--- src/rtl/uart_baud_generator_2.sv ---
// UART baud-rate generator, 16x oversampling.
// Divides clk by N = floor(F / (16*B)) and steps a 4-bit oversample index.
//
// Ports:
//   clk                         in   system clock, rising edge
//   rst                         in   async active-high reset
//   Baud_Rate_Holding_Register  in   baud rate B (bit/s)
//   clock_frequency_register    in   clk frequency F (Hz)
//   sampling_pulse              out  oversample index 0..15 (8 = mid-bit)

`timescale 1ns/1ps

module uart_baud_generator_2 #(
    parameter int REG_W    = 32,
    parameter int OSR_LOG2 = 4
) (
    input  logic                clk,
    input  logic                rst,
    input  logic [REG_W-1:0]    Baud_Rate_Holding_Register,
    input  logic [REG_W-1:0]    clock_frequency_register,
    output logic [OSR_LOG2-1:0] sampling_pulse
);

    localparam int DW = REG_W + OSR_LOG2;
    localparam int IW = $clog2(REG_W);
    localparam logic [IW-1:0] ITER_LAST = IW'(REG_W - 1);

    typedef enum logic [1:0] {
        S_CAPTURE,
        S_CALC,
        S_RUN,
        S_IDLE
    } state_t;

    state_t r_state;
    state_t w_next_state;

    logic [REG_W-1:0]    r_baud;
    logic [REG_W-1:0]    r_freq;
    logic [DW-1:0]       r_div;
    logic [DW-1:0]       r_rem;
    logic [REG_W-1:0]    r_quo;
    logic [IW-1:0]       r_iter;
    logic [REG_W-1:0]    r_n;
    logic [REG_W-1:0]    r_cnt;
    logic [OSR_LOG2-1:0] r_pulse;

    logic                w_cfg_changed;
    logic                w_baud_zero;
    logic                w_iter_last;
    logic [DW:0]         w_trial;
    logic                w_ge;
    logic [DW-1:0]       w_sub;
    logic [DW-1:0]       w_rem_next;
    logic [REG_W-1:0]    w_quo_next;
    logic [REG_W-1:0]    w_n_load;
    logic                w_cnt_wrap;

    assign w_cfg_changed =
        (Baud_Rate_Holding_Register != r_baud) ||
        (clock_frequency_register   != r_freq);

    assign w_baud_zero = (Baud_Rate_Holding_Register == '0);
    assign w_iter_last = (r_iter == ITER_LAST);

    // Restoring divider step: the dividend MSBs are shifted out of r_quo
    // into the partial remainder while quotient bits shift in at the LSB.
    // When the trial fits, the difference is below r_div, so modulo-2^DW
    // subtraction on the low bits is exact.
    assign w_trial    = {r_rem, r_quo[REG_W-1]};
    assign w_ge       = (w_trial >= {1'b0, r_div});
    assign w_sub      = w_trial[DW-1:0] - r_div;
    assign w_rem_next = w_ge ? w_sub : w_trial[DW-1:0];
    assign w_quo_next = {r_quo[REG_W-2:0], w_ge};

    // F < 16*B would give a zero divisor; run at the fastest rate instead.
    assign w_n_load = (w_quo_next == '0) ? REG_W'(1) : w_quo_next;

    assign w_cnt_wrap = (r_cnt == r_n - REG_W'(1));

    always_ff @(posedge clk or posedge rst) begin
        if (rst) begin
            r_state <= S_CAPTURE;
        end else begin
            r_state <= w_next_state;
        end
    end

    always_comb begin
        w_next_state = r_state;
        unique case (r_state)
            S_CAPTURE: begin
                w_next_state = w_baud_zero ? S_IDLE : S_CALC;
            end
            S_CALC: begin
                if (w_iter_last) begin
                    w_next_state = S_RUN;
                end
            end
            S_RUN: begin
                if (w_cfg_changed) begin
                    w_next_state = S_CAPTURE;
                end
            end
            S_IDLE: begin
                if (w_cfg_changed) begin
                    w_next_state = S_CAPTURE;
                end
            end
            default: begin
                w_next_state = S_CAPTURE;
            end
        endcase
    end

    always_ff @(posedge clk or posedge rst) begin
        if (rst) begin
            r_baud  <= '0;
            r_freq  <= '0;
            r_div   <= '0;
            r_rem   <= '0;
            r_quo   <= '0;
            r_iter  <= '0;
            r_n     <= REG_W'(1);
            r_cnt   <= '0;
            r_pulse <= '0;
        end else begin
            unique case (r_state)
                S_CAPTURE: begin
                    r_baud  <= Baud_Rate_Holding_Register;
                    r_freq  <= clock_frequency_register;
                    r_div   <= {Baud_Rate_Holding_Register,
                                {OSR_LOG2{1'b0}}};
                    r_rem   <= '0;
                    r_quo   <= clock_frequency_register;
                    r_iter  <= '0;
                    r_cnt   <= '0;
                    r_pulse <= '0;
                end
                S_CALC: begin
                    r_rem   <= w_rem_next;
                    r_quo   <= w_quo_next;
                    r_iter  <= r_iter + IW'(1);
                    r_pulse <= '0;
                    if (w_iter_last) begin
                        r_n   <= w_n_load;
                        r_cnt <= '0;
                    end
                end
                S_RUN: begin
                    if (w_cfg_changed) begin
                        r_cnt   <= '0;
                        r_pulse <= '0;
                    end else if (w_cnt_wrap) begin
                        r_cnt   <= '0;
                        r_pulse <= r_pulse + OSR_LOG2'(1);
                    end else begin
                        r_cnt   <= r_cnt + REG_W'(1);
                    end
                end
                S_IDLE: begin
                    r_cnt   <= '0;
                    r_pulse <= '0;
                end
                default: begin
                    r_cnt   <= '0;
                    r_pulse <= '0;
                end
            endcase
        end
    end

    assign sampling_pulse = r_pulse;

endmodule

--- config.mk ---
export PLATFORM = sky130hd
export DESIGN_NAME = uart_baud_generator_2
export DESIGN_NICKNAME = d
export VERILOG_FILES = /design/src/rtl/uart_baud_generator_2.sv
export SDC_FILE = /design/constraint.sdc
export NUM_CORES = 1
export LEC_CHECK = 0
export ABC_AREA = 1
export CORE_MARGIN = 2
export CORE_UTILIZATION = 56
export DETAILED_ROUTE_END_ITERATION = 12
export PLACE_DENSITY = 0.75
export SYNTH_ARGS = -nofsm -noshare
export SYNTH_HDL_FRONTEND = slang
export SYNTH_SLANG_ARGS = --single-unit
--- constraint.sdc ---
create_clock -name clk -period 10.19 [get_ports clk]
set_input_delay 2.5475 -clock clk [delete_from_list [all_inputs] [get_ports clk]]
set_output_delay 2.5475 -clock clk [all_outputs]
set_load 0.005 [all_outputs]
==> reports/metrics.cfg <==
[route]
ant_nets=0
dr.pass1.iters=5
remaining_drc_errors=0
drt_wl_total_microns=37100
wl_met2_microns=18400
wl_met3_microns=1390
top_layer=met4
drt_iter0_drc=997
vias=12600
via_per_inst=5.49
wl_met1_microns=15600
wire_per_inst_microns=16.2

[timing]
slew_violations=0
slew_headroom_pct=20.7
setup_slack_ns=5.47
finalSetupViolCount=0
setup_tns_ns=0
fin_crit_ns=4.72
finalCritPeriodShare_pct=46.3
tightest_slew_ns=1.19
finalHoldViolations=0
fin_skew_ns=0.0169
fmax_ghz=0.212
timing.hold.ws_ns=0.496
grt_setup_unrepaired=no

[synth]
synth.largest_area_cell=dfrtp_1
synth_edf_count=0
synth.most_common_cell=nand2_1
synth.distinct_cells=54
synth_area_sq_um=13700
async_flop_share_pct=100
synth_common_cells=nand2_1, inv_1, dfrtp_1
synth_area_leaders=dfrtp_1, nand2_1, inv_1
yosys_most_used_dff=dfrtp_1
synth_seq_cells=207
ys_warn_count=0
ys_seq_area_share_pct=37.7
syn-instance-count=1909
synth_nets=2013
syn_avg_cell_area_sq_um=7.19
yosysTopAreaCellShare_pct=37.5

[worst_setup_path]
worst_path_largest_cell_delay_ns=0.55
worst-path-max-fanout=19
arrival_ns=5.15
critPathRequiredTime_ns=10.62
endpoint_kind=flop
cp_top_family=simple AND/OR/NAND/NOR gates
slowest_stage=clkdlybuf4s50_1
critPathKind=in -> reg
path_common_cell=nor2_1
path_cells=clkdlybuf4s50_1, nor2_1, nor3_1, nand2_1, nor2_1, nand4_1, nor2_1, and2_1, buf_4, nand3_4, o21ai_0
startpoint_type=input pin
path_buf_inv=2

[cts]
htreeDepth=1
cts_sinks=207
cts_setup_buffers=0
postCtsHoldBufs=0
clockRootBuffer=clkbuf_16
cts_repair_resize_count=0
cts_made_buffers=24
worstSkewPairLatency_ns=0.53
cts_tree=yes
clk_transition_reported_paths_ns=0.06
cts.path.max_buffers=3

[global_routing]
grt_first_pass_wirelength_microns=61400
grt_pass1_vias=12400
globalRouteOverflowTotal=0
grt.total_usage_pct=29.3
grt_start_max_net_pins=131
antenna_found_initial=0

[final_layout]
fin_util_pct=63.9
seq_area_sq_um=5180
finalNonFillerCells=2293
finalInstanceArea_sq_um=15400
area_delta_synth_final_pct=12.5
diodes=0
finalNetCount=2060
multi_input_area_sq_um=7530
drive_above_1_share_pct=5.79
nFillCells=2193

[place]
io_buffers=69
pre_cts_slack_ns=5.00
dp_hpwl_microns=27900
dpl_cell_area_sq_um=14700
finalWeightedCongestion=0.961
placedCellCount=2254

[power_and_ir_drop]
ir_drop_mv=0.134
p_leak_nw=7.60
power_density_nw_per_um2=142
power_mw=2.19

[floorplan]
ios=70
coreArea_sq_um=24200
die_area_sq_um=25800
chipHeight_microns=161
die_x_microns=161
num_rows=57
start_util_pct=56.8

[min_path]
hold_class=reg -> reg

[run]
maxCapViolCount=0

[outcome]
outcome=finished, final reports clean

==> worst paths after layout <==
kind,from,end,slack (ns),cells past startpoint
max,Baud_Rate_Holding_Register[27],r_cnt[8]$_DFFE_PP0P_,5.47,11
min,r_freq[11]$_DFFE_PP0P_,r_freq[11]$_DFFE_PP0P_,0.50,2
max reg2reg,r_baud[1]$_DFFE_PP0P_,r_rem[8]$_DFFE_PP0P_,6.80,13
min reg2reg,r_freq[11]$_DFFE_PP0P_,r_freq[11]$_DFFE_PP0P_,0.50,2
max in group asynchronous,rst,r_state[1]$_DFFE_PP0P_,5.98,3
min in group asynchronous,rst,r_cnt[11]$_DFFE_PP0P_,2.59,2
==> cell type report <==
| class | count | share of cell area [%] |
|---|---|---|
| Inverter | 209 | 5.13 |
| Clock buffer | 32 | 4.54 |
| Tap cell | 324 | 2.62 |
| Sequential cell | 207 | 33.6 |
| Timing Repair Buffer | 78 | 4.91 |
| Multi-Input combinational cell | 1436 | 48.8 |
| Clock inverter | 7 | 0.462 |
==> sequential cells by signal, summed over array words and instances (netlist names) <==
name	flops
r_n	32
r_quo	32
sampling_pulse	4
r_iter	5
r_state	2
r_cnt	32
r_freq	32
r_rem	36
r_baud	32
==> per-layer routing <==
metal | global-route usage [%] | up-vias
li1 | - | 6285
met1 | 36.5 | 5941
met2 | 51.9 | 284
met3 | 3.00 | 84
met4 | 12.1 | 0
met5 | 0 | -
==> tightest hold or removal path, stage by stage (launching register included) <==
cell	delay, ns
dfrtp_1	0.35
nand2_1	0.06
nand2_1	0.05
==> placed cells by master, fill, tap and decap left out, types with 55 or more instances in the layout <==
cell,instances
clkdlybuf4s50_1,69
nor2_1,167
xnor2_1,65
nand4_1,55
nand3_1,82
a21oi_1,66
inv_1,206
dfrtp_1,205
xor2_1,58
nand2_1,585
o21ai_0,119
==> cells by family after synthesis <==
kind of cell               Yosys count  synth area share [%]
adders and majority gates           38                  3.52
xor gates and xnor gates           124                  7.96
and+or+nand+nor                   1014                  32.4
AOI/OAI and AO/OA                  260                  10.9
buffers and inverters              266                  7.51
DFF                                207                  37.7
==> report_power, final <==
part           leakage, nW  total (mW)  switching [mW]  internal [mW]
Combinational         4.60       0.429           0.271          0.157
Clock                0.373       0.851           0.346          0.505
Sequential            2.63       0.909          0.0419          0.867
Total                 7.60        2.19           0.660           1.53
No activity file was read; power rests on OpenSTA's default activity.
